File: src/rtl/axis_serdes_arbiter.sv
// Round-robin arbiter that funnels NUM_REQ AXI-Stream word sources onto one
// byte-wide link FIFO as {header, word bytes LSB first} frames.
module axis_serdes_arbiter #(
    parameter int NUM_REQ    = 4,
    parameter int LOGIC_SIZE = 32,
    parameter int CNT_W      = 16
) (
    input  logic                          axis_aclk,
    input  logic                          axis_reset,
    input  logic [NUM_REQ*LOGIC_SIZE-1:0] m_axis_tdata,
    input  logic [NUM_REQ-1:0]            m_axis_valid,
    output logic [NUM_REQ-1:0]            m_axis_ready,
    output logic [7:0]                    o_to_fifo,
    output logic                          w_req,
    input  logic                          w_full,
    output logic [3:0]                    grant_id,
    output logic                          busy,
    output logic [CNT_W-1:0]              frame_cnt
);

    localparam int NB   = LOGIC_SIZE / 8;
    localparam int BC_W = $clog2(NB);
    localparam logic [BC_W-1:0] BC_LAST = BC_W'(NB - 1);

    typedef enum logic [1:0] {
        ST_IDLE = 2'd0,
        ST_HDR  = 2'd1,
        ST_DATA = 2'd2
    } state_t;

    state_t                  state_q, state_d;
    logic [3:0]              rr_ptr_q, rr_ptr_d;
    logic [BC_W-1:0]         byte_cnt_q, byte_cnt_d;
    logic [3:0]              grant_id_q, grant_id_d;
    logic [CNT_W-1:0]        frame_cnt_q, frame_cnt_d;
    logic [LOGIC_SIZE-1:0]   word_q, word_d;

    logic [15:0]             valid_pad;
    logic [4:0]              cand_sum;
    logic [3:0]              cand;
    logic                    win_found;
    logic [3:0]              win_id;
    logic [LOGIC_SIZE-1:0]   sel_word;
    logic [NUM_REQ-1:0]      win_onehot;
    logic [NUM_REQ-1:0]      ready_raw;
    logic                    w_req_raw;
    logic                    busy_raw;
    logic [7:0]              o_byte;
    logic [7:0]              data_byte;

    // Round-robin search starting at rr_ptr, wrapping modulo NUM_REQ.
    always_comb begin
        valid_pad = 16'(m_axis_valid);
        win_found = 1'b0;
        win_id    = 4'd0;
        cand_sum  = 5'd0;
        cand      = 4'd0;
        for (int k = 0; k < NUM_REQ; k++) begin
            cand_sum = {1'b0, rr_ptr_q} + 5'(k);
            cand     = (cand_sum >= 5'(NUM_REQ)) ? 4'(cand_sum - 5'(NUM_REQ)) : 4'(cand_sum);
            if (!win_found && valid_pad[cand]) begin
                win_found = 1'b1;
                win_id    = cand;
            end else begin
                win_found = win_found;
            end
        end
    end

    // Winner's word and one-hot ready vector.
    always_comb begin
        sel_word   = '0;
        win_onehot = '0;
        for (int i = 0; i < NUM_REQ; i++) begin
            if (win_id == 4'(i)) begin
                sel_word      = m_axis_tdata[i*LOGIC_SIZE +: LOGIC_SIZE];
                win_onehot[i] = 1'b1;
            end else begin
                win_onehot[i] = 1'b0;
            end
        end
        data_byte = 8'(word_q >> {byte_cnt_q, 3'b000});
    end

    // Next-state and frame sequencing.
    always_comb begin
        state_d     = state_q;
        rr_ptr_d    = rr_ptr_q;
        byte_cnt_d  = byte_cnt_q;
        grant_id_d  = grant_id_q;
        frame_cnt_d = frame_cnt_q;
        word_d      = word_q;
        ready_raw   = '0;
        w_req_raw   = 1'b0;
        busy_raw    = 1'b0;
        o_byte      = 8'h00;
        case (state_q)
            ST_IDLE: begin
                if (win_found) begin
                    ready_raw  = win_onehot;
                    word_d     = sel_word;
                    grant_id_d = win_id;
                    rr_ptr_d   = (win_id == 4'(NUM_REQ - 1)) ? 4'd0 : win_id + 4'd1;
                    state_d    = ST_HDR;
                end else begin
                    state_d = ST_IDLE;
                end
            end
            ST_HDR: begin
                busy_raw  = 1'b1;
                o_byte    = {4'hA, grant_id_q};
                w_req_raw = !w_full;
                if (!w_full) begin
                    byte_cnt_d = '0;
                    state_d    = ST_DATA;
                end else begin
                    state_d = ST_HDR;
                end
            end
            ST_DATA: begin
                busy_raw  = 1'b1;
                o_byte    = data_byte;
                w_req_raw = !w_full;
                if (!w_full) begin
                    if (byte_cnt_q == BC_LAST) begin
                        frame_cnt_d = frame_cnt_q + CNT_W'(1);
                        state_d     = ST_IDLE;
                    end else begin
                        byte_cnt_d = byte_cnt_q + BC_W'(1);
                    end
                end else begin
                    state_d = ST_DATA;
                end
            end
            default: begin
                state_d = ST_IDLE;
            end
        endcase
    end

    // Handshake outputs are held low for the whole reset cycle.
    always_comb begin
        if (axis_reset) begin
            m_axis_ready = '0;
            w_req        = 1'b0;
            busy         = 1'b0;
        end else begin
            m_axis_ready = ready_raw;
            w_req        = w_req_raw;
            busy         = busy_raw;
        end
        o_to_fifo = o_byte;
        grant_id  = grant_id_q;
        frame_cnt = frame_cnt_q;
    end

    // State registers with synchronous reset.
    always_ff @(posedge axis_aclk) begin
        if (axis_reset) begin
            state_q     <= ST_IDLE;
            rr_ptr_q    <= 4'd0;
            byte_cnt_q  <= '0;
            grant_id_q  <= 4'd0;
            frame_cnt_q <= '0;
            word_q      <= '0;
        end else begin
            state_q     <= state_d;
            rr_ptr_q    <= rr_ptr_d;
            byte_cnt_q  <= byte_cnt_d;
            grant_id_q  <= grant_id_d;
            frame_cnt_q <= frame_cnt_d;
            word_q      <= word_d;
        end
    end

endmodule

File: config.mk
export PLATFORM = sky130hd
export DESIGN_NAME = axis_serdes_arbiter
export DESIGN_NICKNAME = d
export VERILOG_FILES = /design/src/rtl/axis_serdes_arbiter.sv
export SDC_FILE = /design/constraint.sdc
export NUM_CORES = 1
export LEC_CHECK = 0
export CORE_UTILIZATION = 45
export DETAILED_ROUTE_END_ITERATION = 7
export PLACE_DENSITY = 0.83
export SYNTH_ARGS = -nofsm -noshare
export SYNTH_HDL_FRONTEND = slang
export SYNTH_SLANG_ARGS = --single-unit
File: constraint.sdc
create_clock -name axis_aclk -period 6.44 [get_ports axis_aclk]
set_clock_uncertainty 0.1 [all_clocks]
set_input_delay 1.288 -clock axis_aclk [delete_from_list [all_inputs] [get_ports axis_aclk]]
set_output_delay 1.288 -clock axis_aclk [all_outputs]
set_load 0.05 [all_outputs]
### Word level (Yosys, flattened, before mapping)

Cells that the tools add are included.

| cells by class | value |
|---|---|
| add/subtract/negate cells | 10 |
| order comparisons | 8 |
| equal/unequal tests | 10 |
| shift operators | 1 |
| muxes and demuxes | 46 |
| bitwise operators | 1 |
| reduce and logical (&&, ||, !) cells | 14 |

Operator list:

| kind | number |
|---|---|
| $mux 32 | 4 |
| $mux 4 | 12 |
| $shr 32x5->8 | 1 |
| $lt 4x5->1 const B | 4 |
| $mux 1 | 17 |
| $add 16x1->16 const B | 1 |
| $bmux 1 s4 | 4 |
| $pmux 8 s2 | 1 |
| $sub 4x3->4 const B | 4 |
| $ge 5x3->1 const B | 3 |
| $mux 2 | 6 |
| $add 4x2->5 const B | 2 |
| $eq 4x2->1 const B | 2 |
| $ne 2x2->1 const B | 3 |
| $pmux 2 s3 | 1 |
| $add 4x1->5 const B | 1 |
| $add 4x1->4 const B | 1 |
| $eq 2x2->1 const B | 2 |
| $eq 4x1->1 const B | 1 |
| $ge 4x3->1 const B | 1 |
| $logic_not 1->1 | 4 |
| $logic_not 4->1 | 1 |
| $pmux 2 s2 | 1 |
| $reduce_and 4->1 | 1 |
| 10 further kinds | 12 |

| word-level totals | value |
|---|---|
| register bits after elaboration | 60 |
| input bits | 135 |
| output and inout bits | 34 |
| logic and storage cells | 96 |

### Depth between registers and ports, before layout

Gate-level depths: netlist of run 1.

| logic depth | value |
|---|---|
| depth in word-level cells | 19 |
| depth in mapped cells | 21 |
| gate-level depth less buffers | 17 |

### Least setup slack after synthesis of run 1

Ideal clock, no wire load.

| timing | value |
|---|---|
| path kind | input port to output port |
| from | in m_axis_valid[2] |
| to | out m_axis_ready[3] |
| arrival time | 3.644 ns |
| required time | 5.052 ns |
| setup slack | 1.408 ns |
| stages | 10 |
| path buffers | 2 |
| cell sequence | mux4_2 > inv_1 > a211oi_1 > o32a_1 > o211a_1 > inv_1 > ha_1 > clkbuf_1 > clkbuf_1 > and2_1 |

| on the way | value |
|---|---|
| longest elaborated chain between the ends | 17 |
| elaborated cells between the ends (all ways) | 27 |
| those cells by class | 1 x eq/ne; 20 x mux; 6 x reduce/logical |

Ends and longest elaborated chain:

| element | RTL line | source |
|---|---|---|
| start, declared | 11 | `input logic [NUM_REQ-1:0] m_axis_valid,` |
| $bmux 1 s4 | 61 | `if (!win_found && valid_pad[cand]) begin` |
| $mux 1 (not written as such) | 61 |  |
| $mux 1 | 61 |  |
| $logic_not 1->1 | 61 |  |
| $logic_and 1x1->1 | 61 |  |
| $mux 1 | 61 |  |
| $logic_not 1->1 | 61 |  |
| $logic_and 1x1->1 | 61 |  |
| [... 2 more ...] | -- |  |
| $logic_and 1x1->1 | 61 |  |
| $mux 4 (*) | 61 |  |
| net win_id[1] | 42 | `logic [3:0] win_id;` |
| $eq 4x2->1 (*) | 75 | `if (win_id == 4'(i)) begin` |
| $mux 1 (*) | 75 |  |
| $mux 4 (*) | 99 | `if (win_found) begin` |
| $mux 4 (*) | 97 | `case (state_q)` |
| $mux 4 (*) | 143 | `if (axis_reset) begin` |
| end, declared | 12 | `output logic [NUM_REQ-1:0] m_axis_ready,` |

Mark *: on every way through the listed nets, which the timed path passes. The rest lies on a longest branch. The select of a mux whose other input is x is not followed.

### Worst setup path after layout of run 1

| timing | value |
|---|---|
| from | in m_axis_valid[3] |
| to | out m_axis_ready[0] |

| on the way | value |
|---|---|
| longest elaborated chain between the ends | 17 |
| elaborated cells between the ends (all ways) | 27 |
| those cells by class | 20 x mux; 7 x reduce/logical |

Ends and longest elaborated chain:

| element | RTL line |
|---|---|
| $bmux 1 s4 | 61 |
| $mux 1 (not written as such) | 61 |
| $mux 1 | 61 |
| $logic_not 1->1 | 61 |
| $logic_and 1x1->1 | 61 |
| $mux 1 | 61 |
| $logic_not 1->1 | 61 |
| $logic_and 1x1->1 | 61 |
| $mux 1 | 61 |
| $logic_not 1->1 | 61 |
| $logic_and 1x1->1 | 61 |
| $mux 4 | 61 |
| $logic_not 4->1 | 75 |
| $mux 1 | 75 |
| $mux 4 (*) | 99 |
| $mux 4 (*) | 97 |
| $mux 4 (*) | 143 |

Every way passes the cells marked *; elsewhere a longest branch is shown, timed or not. The select of a mux whose other input is x is not followed.

==> results of run 1 <==
-- power groups by stage --
stage,registers (uW),clock network [uW],logic (uW)
2_1_floorplan,526,0,1300
3_3_place_gp,537,0,1640
3_5_place_dp,542,0,1670
5_1_grt,545,361,1880
4_1_cts,534,347,1690
6_report,533,338,1690
-- path summary, 6_finish.rpt --
path | to | from | slack [ns]
max | m_axis_ready[0] | m_axis_valid[3] | 0.65
min | word_q[13] | word_q[13] | 0.40
max reg2reg | word_q[12] | rr_ptr_q[2] | 1.59
min reg2reg | word_q[13] | word_q[13] | 0.40
-- routing by layer --
layer / routed length (um) / share of wire, % / up-vias
met4: 106 / 0.87 / 0
li1: - / - / 2128
met3: 920 / 7.6 / 12
met2: 6000 / 49 / 168
met5: 0 / 0 / -
met1: 5110 / 42 / 1994
-- logic make-up after synthesis --
group,Yosys count
flip-flops,60
XOR/XNOR,19
AO/OA/AOI/OAI,141
AND/OR/NAND/NOR,184
buffers and inverters,60
adder cells (fa/ha/maj),22
multiplexers,15
-- cells in the final DEF, fill, tap and decap left out, types with 3 or more instances in the layout --
cell             netlist  routed
xor2_1                13      13
nor3_1                36      36
nand3_1                5       5
o21ai_0                5       5
inv_1                 14      14
dfxtp_1               60      60
a221oi_1              32      32
nor2_1                64      64
a22oi_1                7       7
and3_1                 4       4
a211oi_1              27      27
buf_4                  3       9
clkbuf_8               0      11
nand4_1                6       6
xnor2_1                6       6
mux4_2                11      11
nand2_1               10      10
a21oi_1               39      39
nor2b_1               45      44
clkdlybuf4s50_1        0     164
a211oi_2              10      10
ha_1                  22      20
mux2i_1                3       3
and2_1                 9       9
-- stage by stage --
| stage | cell area (sq um) | hold slack, ns |
|---|---|---|
| CTS | 6060 | 0.399 |
| finish | 6060 | 0.396 |
| detailed placement | 5850 | 0.384 |
| global placement | 5850 | 0.388 |
| global route | 6060 | 0.421 |
| floorplan | 4190 | 0.375 |
-- worst max-delay path: cells and delay by family --
| kind | cells | cell delay [ns] |
|---|---|---|
| multiplexers | 1 | 0.51 |
| adder cells (fa/ha/maj) | 1 | 0.25 |
| buffers and inverters | 2 | 1.29 |
| AO/OA/AOI/OAI | 3 | 0.93 |
| AND/OR/NAND/NOR | 1 | 0.13 |
-- cell type report --
class                   count  area [sq um]  share of cell area (%)
flip-flops and latches     60          1200                    19.8
clock buffers              13           159                    2.62
well taps                 108           135                    2.23
inverters                  15          56.3                   0.930
multi-input cells         381          2750                    45.3
repair buffers            174          1710                    28.3
clock inverters             3          45.0                   0.744
-- sequential cells by signal, indices dropped and copies added (netlist names) --
signal / cells
word_q: 32
frame_cnt: 16
grant_id: 4
rr_ptr_q: 4
byte_cnt_q: 2
state_q: 2
==> impl_metrics.tcl, run 1 <==
set metrics [dict create \
    worst_slew_pin_slew_ns 0.740 \
    synth.area.mux_share_pct 6.90 \
    fin_cells 754 \
    fmax_mhz 173 \
    switching_power_uw 1190 \
    start_util_pct 47.3 \
    pwr-share-comb_pct 66.0 \
    clock_sinks 60 \
    ys_types 51 \
    vias 4302 \
    cts_buffer_depth 2 \
    top_usage_layer "met2" \
    drv_slew 0 \
    h-tree-depth 3 \
    track_usage_pct 25.2 \
    wl_per_cell_um 16.1 \
    numPortBuffers 168 \
    vdd_ir_drop_max_mv 0.314 \
    slowest_delay_ns 0.83 \
    ioPinCount 169 \
    syn_avg_cell_area_sq_um 8.36 \
    synth_edf_count 0 \
    syn-num-nets 658 \
    setup_viol 0 \
    clk_latency_ns 0.33 \
    cts-root-buf "clkbuf_8" \
    place_congestion 0.879 \
    synth.most_common_cell "nor2_1" \
    route.detailed.drc 6 \
    cp_max_fo 6 \
    ys_ff_latch 60 \
    use_met1_pct 31.7 \
    die_h_um 98.5 \
    first_pass_iters 8 \
    synth-simple-area-share_pct 22.1 \
    grt_pass1_wl_mm 19.6 \
    status "complete, but fails checks" \
    endpoint_kind "output pin" \
    post-dp-hpwl_mm 9.25 \
    wl_mm 12.1 \
    crit_type "in -> out" \
    synth_xor_area_share_pct 3.97 \
    die_w_um 98.5 \
    synth_top_family_by_area "compound AO/OA/AOI/OAI gates" \
    hold_violations 0 \
    critPathArrivalTime_ns 4.40 \
    ctsHoldBuffers 0 \
    seq_area_frac_synth_pct 28.7 \
    post-cts-setup-buffer-count 0 \
    first_iter_violations 167 \
    cpMostUsedCell "clkdlybuf4s50_1" \
    slew_headroom_pct 50.6 \
    dp.cells 738 \
    syn_inst 501 \
    core-area_sq_um 8850 \
    fin_ws_ns 0.652 \
    gr-usage-met2_pct 43.7 \
    violations "DRC" \
    clk_pin_slew_ns 0.06 \
    synth_compound_area_share_pct 25.6 \
    finalPower_uw 2570 \
    drv_cap 0 \
    fin_tns_setup_ns 0 \
    cts-resized-gates 0 \
    synth.area.top_cells "dfxtp_1 (29%), nor2b_1 (6.7%), a221oi_1 (6.7%)" \
    antenna_found_initial 0 \
    worstPathRequired_ns 5.05 \
    hold_depth 2 \
    p_per_area_nw_per_um2 424 \
    ant_nets 0 \
    nets 798 \
    p_int_uw 1370 \
    cpMaxStageDelayCell "clkdlybuf4s50_1" \
    dp_slack_ns 0.675 \
    dieArea_sq_um 9690 \
    gr-total-overflow 0 \
    synth_top_area_share_pct 28.7 \
    syn2layout_area_growth_pct 44.7 \
    final.fill_count 714 \
    hp-class "reg -> reg" \
    cp_cell_sequence "clkdlybuf4s50_1 > mux4_2 > o21ai_1 > o21ai_0 > a22oi_1 > ha_1 > and2_1 > clkdlybuf4s50_1" \
    finalCriticalPeriod_ns 5.79 \
    synth_area_sq_um 4190 \
    cellLeakagePower_uw 0.00224 \
    use_met3_pct 6.60 \
    synth_largest_area_cell "dfxtp_1" \
    cts_tree "done" \
    cts_buffers 9 \
    yosysWarnings 0 \
    pwr-share-clk_pct 13.2 \
    async_flop_share_pct 0 \
    synth_fa_ha_area_share_pct 6.58 \
    rsz0062_at_grt "false" \
    grt_max_degree 76 \
    synthFlopType "dfxtp_1" \
    via_per_inst 5.71 \
    drive_gt1_share_pct 8.36 \
    pwr-share-seq_pct 20.8 \
    grt_pass1_vias 4188 \
    rows 34 \
    n_antenna_cell 0 \
    cp-start-kind "input port" \
    finalCoreUtilization_pct 68.5 \
    synthTopCellsByCount "nor2_1 (64), dfxtp_1 (60), nor2b_1 (45)" \
    sw_frac_of_total_pct 46.5 \
    worst_r2r_path_depth 18 \
    post-route-period-util_pct 89.9 \
]
Note: power is estimated with default switching activity, not from simulation.
==> inputs of run 2 (changes only) <==
Settings changed: HOLD_SLACK_MARGIN set to 0.1.
==> results of run 2 <==
Final layout, timing and power as in run 1 (identical DEF).
==> inputs of run 3 (changes only) <==
Settings changed: CTS_CLUSTER_SIZE set to 10.
==> results of run 3 <==
Final layout, timing and power as in run 1 (identical DEF).
